`src/rtl/usb_rx_packet_fsm.sv`:
```
// usb_rx_packet_fsm: USB packet receive controller; checks SYNC/PID and forwards DATA payload with the CRC16 stripped.
// Define USB_RX_CRC16_CHECK_EN to reject DATA packets whose CRC16 residual is wrong.
module usb_rx_packet_fsm #(
    parameter int         MAX_DATA_BYTES = 64,
    parameter logic [7:0] SYNC_BYTE      = 8'h80
) (
    input  logic       clk,
    input  logic       rst,
    input  logic       rx_byte_valid,
    input  logic [7:0] rx_byte,
    input  logic       rx_eop,
    input  logic       rx_bit_error,
    input  logic       buffer_full,
    output logic [3:0] RX_Packet,
    output logic       rx_packet_valid,
    output logic       store_rx_data,
    output logic [7:0] rx_data,
    output logic [6:0] byte_count,
    output logic       RX_Transfer_Active,
    output logic       RX_Error,
    output logic [2:0] out_state_RX
);
    typedef enum logic [2:0] {
        IDLE_RX  = 3'd0,
        PID_RX   = 3'd1,
        TOKEN_RX = 3'd2,
        DATA_RX  = 3'd3,
        EOP_RX   = 3'd4,
        ERROR_RX = 3'd5,
        DONE_RX  = 3'd6
    } state_t;

    state_t     state;
    logic [7:0] hold0, hold1;
    logic [1:0] hcnt;
    logic       tok_cnt;
    logic [1:0] kind;
    logic       crc_ok;

    // PID class: 0 illegal, 1 token, 2 data, 3 handshake
    assign kind = (rx_byte[7:4] != ~rx_byte[3:0]) ? 2'd0
                : (rx_byte[3:0] inside {4'b0001, 4'b1001}) ? 2'd1
                : (rx_byte[3:0] inside {4'b0011, 4'b1011}) ? 2'd2
                : (rx_byte[3:0] inside {4'b0010, 4'b1010, 4'b1110}) ? 2'd3 : 2'd0;

`ifdef USB_RX_CRC16_CHECK_EN
    logic [15:0] crc, crc_next;

    always_comb begin
        crc_next = crc;
        for (int i = 0; i < 8; i++)
            crc_next = {crc_next[14:0], 1'b0} ^ ((crc_next[15] ^ rx_byte[i]) ? 16'h8005 : 16'h0000);
    end

    always_ff @(posedge clk or posedge rst)
        if (rst)
            crc <= '0;
        else if (rx_byte_valid && state == PID_RX)
            crc <= 16'hFFFF;
        else if (rx_byte_valid && state == DATA_RX)
            crc <= crc_next;

    assign crc_ok = crc == 16'h800D;
`else
    assign crc_ok = 1'b1;
`endif

    assign out_state_RX       = state;
    assign RX_Error           = state == ERROR_RX;
    assign RX_Transfer_Active = state != IDLE_RX && state != ERROR_RX;

    always_ff @(posedge clk or posedge rst) begin
        if (rst) begin
            state           <= IDLE_RX;
            RX_Packet       <= '0;
            rx_packet_valid <= 1'b0;
            store_rx_data   <= 1'b0;
            rx_data         <= '0;
            byte_count      <= '0;
            hold0           <= '0;
            hold1           <= '0;
            hcnt            <= '0;
            tok_cnt         <= 1'b0;
        end else begin
            store_rx_data   <= 1'b0;
            rx_packet_valid <= 1'b0;
            if (state != IDLE_RX && rx_bit_error)
                state <= ERROR_RX;
            else if (rx_byte_valid && rx_eop)
                state <= ERROR_RX;
            else begin
                case (state)
                    IDLE_RX:
                        if (rx_byte_valid) begin
                            state <= (rx_byte == SYNC_BYTE) ? PID_RX : ERROR_RX;
                            if (rx_byte == SYNC_BYTE)
                                byte_count <= '0;
                        end
                    PID_RX:
                        if (rx_eop)
                            state <= ERROR_RX;
                        else if (rx_byte_valid) begin
                            state   <= kind == 2'd1 ? TOKEN_RX : kind == 2'd2 ? DATA_RX
                                     : kind == 2'd3 ? EOP_RX : ERROR_RX;
                            hcnt    <= '0;
                            tok_cnt <= 1'b0;
                            if (kind != 2'd0)
                                RX_Packet <= rx_byte[3:0];
                        end
                    TOKEN_RX:
                        if (rx_eop)
                            state <= ERROR_RX;
                        else if (rx_byte_valid) begin
                            tok_cnt <= 1'b1;
                            if (tok_cnt)
                                state <= EOP_RX;
                        end
                    DATA_RX:
                        if (rx_eop) begin
                            state           <= (hcnt == 2'd2 && crc_ok) ? DONE_RX : ERROR_RX;
                            rx_packet_valid <= hcnt == 2'd2 && crc_ok;
                        end else if (rx_byte_valid) begin
                            // the two newest bytes are held back: at EOP they are the CRC16
                            if (hcnt == 2'd2) begin
                                if (buffer_full || byte_count == 7'(MAX_DATA_BYTES))
                                    state <= ERROR_RX;
                                else begin
                                    rx_data       <= hold1;
                                    store_rx_data <= 1'b1;
                                    byte_count    <= byte_count + 7'd1;
                                end
                            end
                            hold1 <= hold0;
                            hold0 <= rx_byte;
                            hcnt  <= (hcnt == 2'd2) ? 2'd2 : hcnt + 2'd1;
                        end
                    EOP_RX:
                        if (rx_eop) begin
                            state           <= DONE_RX;
                            rx_packet_valid <= 1'b1;
                        end else if (rx_byte_valid)
                            state <= ERROR_RX;
                    DONE_RX:
                        state <= IDLE_RX;
                    ERROR_RX:
                        if (rx_eop)
                            state <= IDLE_RX;
                    default:
                        state <= IDLE_RX;
                endcase
            end
        end
    end
endmodule

```
`config.mk`:
```
export PLATFORM = sky130hd
export DESIGN_NAME = usb_rx_packet_fsm
export DESIGN_NICKNAME = d
export VERILOG_FILES = /design/src/rtl/usb_rx_packet_fsm.sv
export SDC_FILE = /design/constraint.sdc
export NUM_CORES = 1
export LEC_CHECK = 0
export CAP_MARGIN = 20
export CORE_AREA = 2 2 70 72
export CTS_CLUSTER_DIAMETER = 60
export DETAILED_ROUTE_END_ITERATION = 12
export DIE_AREA = 0 0 72 74
export PLACE_DENSITY = 0.76
export RECOVER_POWER = 50
export SYNTH_ARGS = -nofsm -noshare
export SYNTH_HDL_FRONTEND = slang
export SYNTH_SLANG_ARGS = --single-unit
```
`constraint.sdc`:
```
create_clock -name clk -period 2.8 [get_ports clk]
set_clock_uncertainty 0.2 [all_clocks]
set_input_delay 0.28 -clock clk [delete_from_list [all_inputs] [get_ports clk]]
set_output_delay 0.28 -clock clk [all_outputs]
set_load 0.05 [all_outputs]
```
Yosys cells after proc, flatten, opt, wreduce, memory -nomap -nowiden
Cells that the tools add are included.
Word-level totals
  bits in read-only memories: 0
  bits in writable memories: 0
  register bits after elaboration: 43
  bits of input ports: 14
  bits in latches: 0
  memories: 0
  output and inout bits: 26
Operators by class
  divide/modulo/power cells: 0
  shifts and indexed selects: 0
  multipliers: 0
  eq/ne operators: 39
  $lt $le $gt $ge: 0
  reductions and logical operators: 20
  muxes and demuxes: 55
  add/sub/neg operators: 2
  bitwise logic cells: 5
Operator list (count)
  $mux W3: 18
  $mux W7: 6
  $ne A5 B5 Y1 const B: 7
  $reduce_and A7 Y1: 3
  $mux W2: 10
  $ne A2 B2 Y1 const B: 10
  $pmux W3 S6: 1
  $reduce_and A9 Y1: 2
  $eq A4 B4 Y1 const B: 4
  $mux W1: 16
  $pmux W7 S2: 1
  $reduce_bool A2 Y1: 6
  $eq A4 B2 Y1 const B: 2
  $eq A8 B8 Y1 const B: 1
  $add A7 B1 Y7 const B: 1
  $eq A7 B7 Y1 const B: 1
  $eq A2 B2 Y1 const B: 3
  $eq A3 B2 Y1 const B: 2
  $eq A3 B3 Y1 const B: 2
  $reduce_and A6 Y1: 1
  $reduce_bool A3 Y1: 2
  $reduce_and A5 Y1: 1
  $eq A4 B1 Y1 const B: 1
  $ne A4 B2 Y1 const B: 1
  other kinds (13): 19

Depth between registers and ports, before layout
Gate-level depths: netlist (run 1).
  depth after elaboration: 15
  gate-level depth with buffers: 9

Worst setup path after synthesis (run 1)
No wires, ideal clock.
  kind: flip-flop to flip-flop
  from: register state[0] (netlist: out_state_RX[0])
  to: register state[2] (netlist: out_state_RX[2])
  setup slack: 0.364 ns
  data required time: 2.474 ns
  setup time: 0.126 ns
  buffers on the path: 1
  arrival time: 2.110 ns
  period minus slack after synthesis: 2.436 ns
  cell stages (with the launch flop): 6
  cell sequence: dfrtp_1 > buf_6 > and3b_4 > or4_4 > o22a_1 > o311a_1
Between the ends
  cells in the longest elaborated chain, start to end: 4
  elaborated cells between the ends (all ways): 21
RTL lines
  start: declaration: RTL line 33  | state_t state;
  start signal: assignment: RTL line 95  | state <= (rx_byte == SYNC_BYTE) ? PID_RX : ERROR_RX;
  start signal: assignment: RTL line 103  | state <= kind == 2'd1 ? TOKEN_RX : kind == 2'd2 ? DATA_RX
  start signal: assignment: RTL line 120  | state <= (hcnt == 2'd2 && crc_ok) ? DONE_RX : ERROR_RX;
  $eq A3 B3 Y1 (*)
  via RX_Error: RTL line 20  | output logic RX_Error,
  $pmux W3 S6: RTL line 92  | case (state)
  $mux W3: RTL line 89  | else if (rx_byte_valid && rx_eop)
  $mux W3: RTL line 87  | if (state != IDLE_RX && rx_bit_error)
Mark *: on every way through the listed nets, which the timed path passes. The rest lies on a longest branch.
A chain may end at the register's enable or synchronous reset.

Worst setup path after layout (run 1)
  from: register state[0] (netlist: out_state_RX[0])
  to: output port RX_Transfer_Active
Between the ends
  cells in the longest elaborated chain, start to end: 2
  elaborated cells between the ends (all ways): 3
RTL lines
  $ne A3 B3 Y1 / $reduce_bool A3 Y1 (equally long branches): RTL line 70  | assign RX_Transfer_Active = state != IDLE_RX && state != ERROR_RX;
  $logic_and A1 B1 Y1 (*): RTL line 70
  end: declaration: RTL line 19  | output logic RX_Transfer_Active,
Every way passes the cells marked *; elsewhere a longest branch is shown, timed or not.

==> results of run 1 <==
[cells by family after synthesis]
group	count (synthesis)
muxes	29
AOI/OAI and AO/OA	37
xor gates and xnor gates	4
buffers and inverters	25
adders and majority gates	5
and+or+nand+nor	68
DFF	43
[layout make-up]
cell class	count	area share
repair buffers	56	0.180
clock inverters	3	0.00820
well taps	54	0.0233
flip-flops and latches	43	0.372
clock buffers	5	0.0237
multi-input cells	143	0.375
inverters	14	0.0181
[through the flow]
stage / power [uW] / TNS (ns)
floorplan: 1180 / 0
global placement: 1350 / -0.0310
detailed placement: 1360 / -0.171
CTS: 1770 / 0
global route: 1840 / 0
finish: 1750 / 0
[critical path: stages (launching register included)]
cell and delay, ns:
dfrtp_1 0.59, nor2b_1 0.24, or3_1 0.35, clkdlybuf4s50_1 0.70
[final timing paths]
path                                  from            endpoint  slack [ns]  cells past startpoint
max                        out_state_RX[0]  RX_Transfer_Active        0.14                      3
min                           RX_Packet[1]        RX_Packet[1]        0.30                      1
max reg2reg                out_state_RX[1]     out_state_RX[2]        0.45                      4
min reg2reg                   RX_Packet[1]        RX_Packet[1]        0.30                      1
max in group asynchronous              rst     out_state_RX[2]        1.14                      3
min in group asynchronous              rst       byte_count[6]        0.55                      3
[power by group]
group	switching, uW	internal, uW	total, uW
clock network	233	178	411
logic	339	240	579
registers	92.8	669	761
[state kept, by name (all words and copies together), names as in the netlist]
register	count
hold1	8
out_state_RX	3
hold0	8
byte_count	7
tok_cnt	1
RX_Packet	4
rx_packet_valid	1
store_rx_data	1
hcnt	2
rx_data	8
[metal layers]
| metal | part of all wire | GRT usage | wire length [um] | vias up |
|---|---|---|---|---|
| met2 | 0.47 | 0.315 | 2260 | 70 |
| met1 | 0.46 | 0.282 | 2190 | 865 |
| met3 | 0.055 | 0.0379 | 264 | 7 |
| met5 | 0 | 0 | 0 | - |
| li1 | - | - | - | 873 |
| met4 | 0.013 | 0.0629 | 61 | 0 |
[cell usage in the layout (no fill, tap or decap), types with 2 or more instances in the layout]
cell / count
ha_1: 5
nand2_1: 10
a21oi_1: 6
mux2_2: 28
nor2b_1: 3
o21ai_0: 10
buf_4: 13
clkdlybuf4s50_1: 29
inv_1: 14
nand4_1: 5
nor4_1: 3
and3b_1: 2
nor4b_1: 2
o211ai_1: 3
nand3_1: 11
clkbuf_1: 2
nor2_1: 6
and2_1: 2
dfrtp_1: 42
and3_1: 7
nor3b_1: 3
a22oi_1: 4
a21o_1: 3
xnor2_1: 4
clkinvlp_4: 2
clkbuf_8: 5
dlygate4sd3_1: 10
a31o_2: 2
a211oi_1: 2
or3_1: 4
o221ai_1: 2
==> summary.md, run 1 <==
| Metric | Value |
|---|---|
| Status | completed |
| Hold slack | 0.303 ns |
| Vias/cell | 5.71 |
| CTS Root Cell | clkbuf_8 |
| Final cell count without fillers | 318 |
| Skew-Pair Late Insertion Delay | 0.30 ns |
| Via count | 1815 |
| Final worst-path cycle share | 0.951 |
| Core Region | 4600 um^2 |
| Compound-Gate Fraction of Synth Area | 0.109 |
| Pin count of the biggest net entering global routing | 44 |
| IO buf count | 39 |
| Die Wd | 72 um |
| Resize count post-CTS | 0 |
| Top cell type's share of synthesized area | 0.474 |
| First-pass GRT wire length | 8.22 mm |
| Post-CTS Setup Bufs | 0 |
| Synthesized cell area | 2270 um^2 |
| Final Wtd Congestion | 0.922 |
| Worst Max-Slew Pin Slew | 1.06 ns |
| Multi-input gate area | 1090 um^2 |
| Routed wire length | 4.78 mm |
| CTS Hold Buffers Added | 0 |
| DR pass1 iterations | 4 |
| Worst VDD drop | 0.000449 V |
| Clk sinks | 43 |
| P_leak | 0.00136 uW |
| Filler instances | 392 |
| Row cnt | 25 |
| Post-place instance area | 2820 um^2 |
| Post-synth EDFFs | 0 |
| Minimum clock period after layout | 2.66 ns |
| Total Die Area | 5330 um^2 |
| Max-cap violations | 0 |
| Critical Path Sink Type | output pin |
| Setup violators final | 0 |
| Largest fanout on the critical path | 20 |
| Per-cell routed wire length | 15.0 um |
| Register area | 1080 um^2 |
| Initial antenna violation count | 0 |
| Startpoint types | flip-flop |
| TritonCTS clock tree | yes |
| Slew Limit Fails | 0 |
| Xor/xnor cell area share of the yosys netlist | 0.0154 |
| Final Cell Area | 2900 um^2 |
| Depth of the CTS H-tree | 2 |
| Area Overhead vs Synth | 27.7% |
| Grt ovf | 0 |
| Worst path arrival time | 2.18 ns |
| Pwr Density | 604 nW/um^2 |
| Min-delay worst type | reg -> reg |
| WS Path Type | reg -> out |
| Seq cells post-synth | 43 |
| Via count of the first global-routing pass | 1693 |
| Worst EP required | 2.32 ns |
| Final net count | 282 |
| Mux cell area share after synthesis | 0.144 |
| Mapped Nets | 230 |
| Placed insts | 310 |
| CTS Buf Count | 5 |
| Drt initial violations | 164 |
| Synth top area cells | dfrtp_1, mux2_2, ha_1 |
| Count leader, synth | dfrtp_1 |
| Post-placement worst setup slack | -0.102 ns |
| Max Freq | 0.376 GHz |
| Fraction of layout cells with a size suffix above 1 | 0.220 |
| Die Y-Extent | 74 um |
| Distinct cell type count of the synthesized netlist | 44 |
| Clock tree buffer depth | 2 |
| Detailed-route DRC error count | 0 |
| RSZ-0062 raised after global routing | no |
| Worst setup margin | 0.139 ns |
| Post-synth top cells | dfrtp_1, mux2_2, inv_1 |
| DP Wirelength | 3.33 mm |
| Register clock-pin slew on the reported worst setup and hold paths | 0.09 ns |
| Async S/R FF share, synth | 1.00 |
| Post-Synth Simple-Gate Area | 0.183 |
| Hold Fails Final Rpt | 0 |
| # IOs | 40 |
| Final core utilization | 0.630 |
| GRT Total Usage | 0.200 |
| Adder-cell share of the synthesized area | 0.0275 |
| Largest family of logic cells by synthesized area | simple AND/OR/NAND/NOR gates |
| Initial Util | 0.494 |
| Max_slew headroom | 0.295 |
| Antenna viol nets, final | 0 |
| Syn. warnings | 0 |
| Syn Area/Cell | 10.8 um^2 |
| Post-synth top flop | dfrtp_1 |
| Synth area leader | dfrtp_1 |
| Antenna Cells | 0 |
| Mapped Cells | 211 |
| Sequential fraction of the synthesis area | 0.474 |
Power figures use the tool's default switching activity.
==> inputs of run 2 (changes only) <==
CAP_MARGIN = not set   (was 20)
CORE_AREA = 4 4 72 74   (was 2 2 70 72)
DIE_AREA = 0 0 76 78   (was 0 0 72 74)
SLEW_MARGIN = 20   (was not set)
==> run 2 against run 1 <==
  * Die area rose by 11%
  * Highest routed layer unchanged
  * Global-route usage is 2.9 points lower
  * Critical path depth stayed put
  * Sequential cell count unchanged
  * Non-clock buffer count stayed put
  * First-iteration DRC count shrank 13%
  * Fmax increased by 0.14%
  * Wire length increased by 1.5%
  * Critical endpoint unchanged
==> summary.md, run 2 (synthesis results as in run 1) <==
| Metric | Value |
|---|---|
| Worst path max stage delay | 0.70 ns (about the same) |
| Min-delay worst type | reg -> reg (unchanged) |
| Critical path origin | out_state_RX[0] (unchanged) |
| Antenna Cells | 0 (unchanged) |
| Worst r2r src | out_state_RX[0] (was out_state_RX[1]) |
| Final net count | 282 (unchanged) |
| Worst path arrival time | 2.18 ns (about the same) |
| Max Freq | 0.376 GHz (about the same) |
| # IOs | 40 (unchanged) |
| Worst Max-Slew Pin Slew | 1.05 ns (was 1.06 ns) |
| Final worst-path cycle share | 0.949 (was 0.951) |
| Min-Delay Startpoint | hcnt[0] (was RX_Packet[1]) |
| Filler instances | 395 (was 392) |
| R2R setup slack | 0.50 ns (was 0.45 ns) |
| First-pass GRT wire length | 8.29 mm (was 8.22 mm) |
| Die Wd | 76 um (was 72 um) |
| Max-cap violations | 0 (unchanged) |
| R2R cell count | 4 (unchanged) |
| Setup violators final | 0 (unchanged) |
| Largest fanout on the critical path | 20 (unchanged) |
| Status | completed (unchanged) |
| Max_slew headroom | 0.302 (was 0.295) |
| Skew-Pair Late Insertion Delay | 0.30 ns (about the same) |
| Pin count of the biggest net entering global routing | 44 (unchanged) |
| IO buf count | 39 (unchanged) |
| Drt initial violations | 142 (was 164) |
| CP delay by family, top | buffers and inverters (unchanged) |
| CTS Root Cell | clkbuf_8 (unchanged) |
| Register clock-pin slew on the reported worst setup and hold paths | 0.09 ns (about the same) |
| Cells along the critical path | nor2b_1, or3_1, clkdlybuf4s50_1 (unchanged) |
| Worst VDD drop | 0.000311 V (was 0.000449 V) |
| Post-CTS Setup Bufs | 0 (unchanged) |
| Fraction of layout cells with a size suffix above 1 | 0.220 (unchanged) |
| Tot Pwr | 1760 uW (was 1750 uW) |
| Antenna viol nets, final | 0 (unchanged) |
| Cell count along the critical path | 3 (unchanged) |
| Minimum clock period after layout | 2.66 ns (about the same) |
| Vias/cell | 5.68 (was 5.71) |
| WHS Path Cells | 2 (was 1) |
| RSZ-0062 raised after global routing | no (unchanged) |
| GRT Total Usage | 0.170 (was 0.200) |
| Setup_tns | 0 ns (unchanged) |
| Most frequent cells in the layout | dfrtp_1, clkdlybuf4s50_1, mux2_2 (unchanged) |
| Hold Fails Final Rpt | 0 (unchanged) |
| Leading registers by flop count | hold0: 8 flops, hold1: 8 flops, rx_data: 8 flops (unchanged) |
| Core Region | 4600 um^2 (unchanged) |
| Area Overhead vs Synth | 27.2% (was 27.7%) |
| CTS Hold Buffers Added | 0 (unchanged) |
| Startpoint types | flip-flop (unchanged) |
| DR pass1 iterations | 4 (unchanged) |
| Slew Limit Fails | 0 (unchanged) |
| Initial Util | 0.494 (unchanged) |
| Die Y-Extent | 78 um (was 74 um) |
| Initial antenna violation count | 0 (unchanged) |
| Grt ovf | 0 (unchanged) |
| P_leak | 0.00137 uW (was 0.00136 uW) |
| DP Wirelength | 3.54 mm (was 3.33 mm) |
| Routed wire length | 4.85 mm (was 4.78 mm) |
| TritonCTS clock tree | yes (unchanged) |
| Per-cell routed wire length | 15.3 um (was 15.0 um) |
| Clk sinks | 43 (unchanged) |
| Buf/Inv on CP | 1 (unchanged) |
| Multi-input gate area | 1090 um^2 (unchanged) |
| Via count of the first global-routing pass | 1737 (was 1693) |
| Worst EP required | 2.32 ns (about the same) |
| Register area | 1080 um^2 (unchanged) |
| WS Path Type | reg -> out (unchanged) |
| Most common cell after layout, fill and taps aside | dfrtp_1 (unchanged) |
| Via count | 1806 (was 1815) |
| Final Wtd Congestion | 0.865 (was 0.922) |
| Critical Path Sink Type | output pin (unchanged) |
| Max stage delay cell, worst path | clkdlybuf4s50_1 (unchanged) |
| Pwr Density | 611 nW/um^2 (was 604 nW/um^2) |
| Clock tree buffer depth | 2 (unchanged) |
| Depth of the CTS H-tree | 2 (unchanged) |
| Total Die Area | 5930 um^2 (was 5330 um^2) |
| Row cnt | 25 (unchanged) |
| CTS Buf Count | 5 (unchanged) |
| Detailed-route DRC error count | 0 (unchanged) |
## run 2: per-layer routing
metal,routed length [um],global-route usage
met4,62,0.0569
met3,302,0.0406
met1,2200,0.227
met5,0,0
met2,2280,0.271
## run 2: final timing paths
kind / to
max in group asynchronous: out_state_RX[2]
hold / removal: hcnt[0]
min in group asynchronous: byte_count[4]
hold reg to reg: hcnt[0]
setup / recovery: RX_Transfer_Active
setup reg to reg: out_state_RX[2]
## run 2: final cells by class
class	instances	share of cell area
Inverter	14	0.0182
Multi-Input combinational cell	143	0.377
Tap cell	54	0.0234
Sequential cell	43	0.373
Timing Repair Buffer	56	0.176
Clock inverter	3	0.00909
Clock buffer	5	0.0238
## run 2: repair_timing
item,in CTS,in global routing
setup endpoints to repair,0,1
resized for setup,0,1
hold endpoints to repair,0,0
## run 2: metrics by stage
stage	worst slack [ns]	utilization	instances	hold slack [ns]	area, um^2
after floorplan	0.364	-	211	0.230	2270
after global placement	-0.0523	0.610	310	0.265	2800
after detailed placement	-0.0740	0.610	310	0.285	2800
after CTS	0.119	0.630	318	0.235	2900
after global routing	0.0458	0.628	318	0.320	2890
final	0.142	0.628	318	0.298	2890
## run 2: worst register-to-register path, delay by kind of cell (launching register included)
kind	cells	cell delay [ns]
AO/OA/AOI/OAI	2	0.60
AND/OR/NAND/NOR	2	0.82
flip-flops	1	0.58
## run 2: power breakdown
group	switching (uW)	internal [uW]	total, uW	leakage [uW]
combinational	339	238	578	0.000767
clock	245	184	429	0.0000491
sequential	89.3	669	758	0.000552
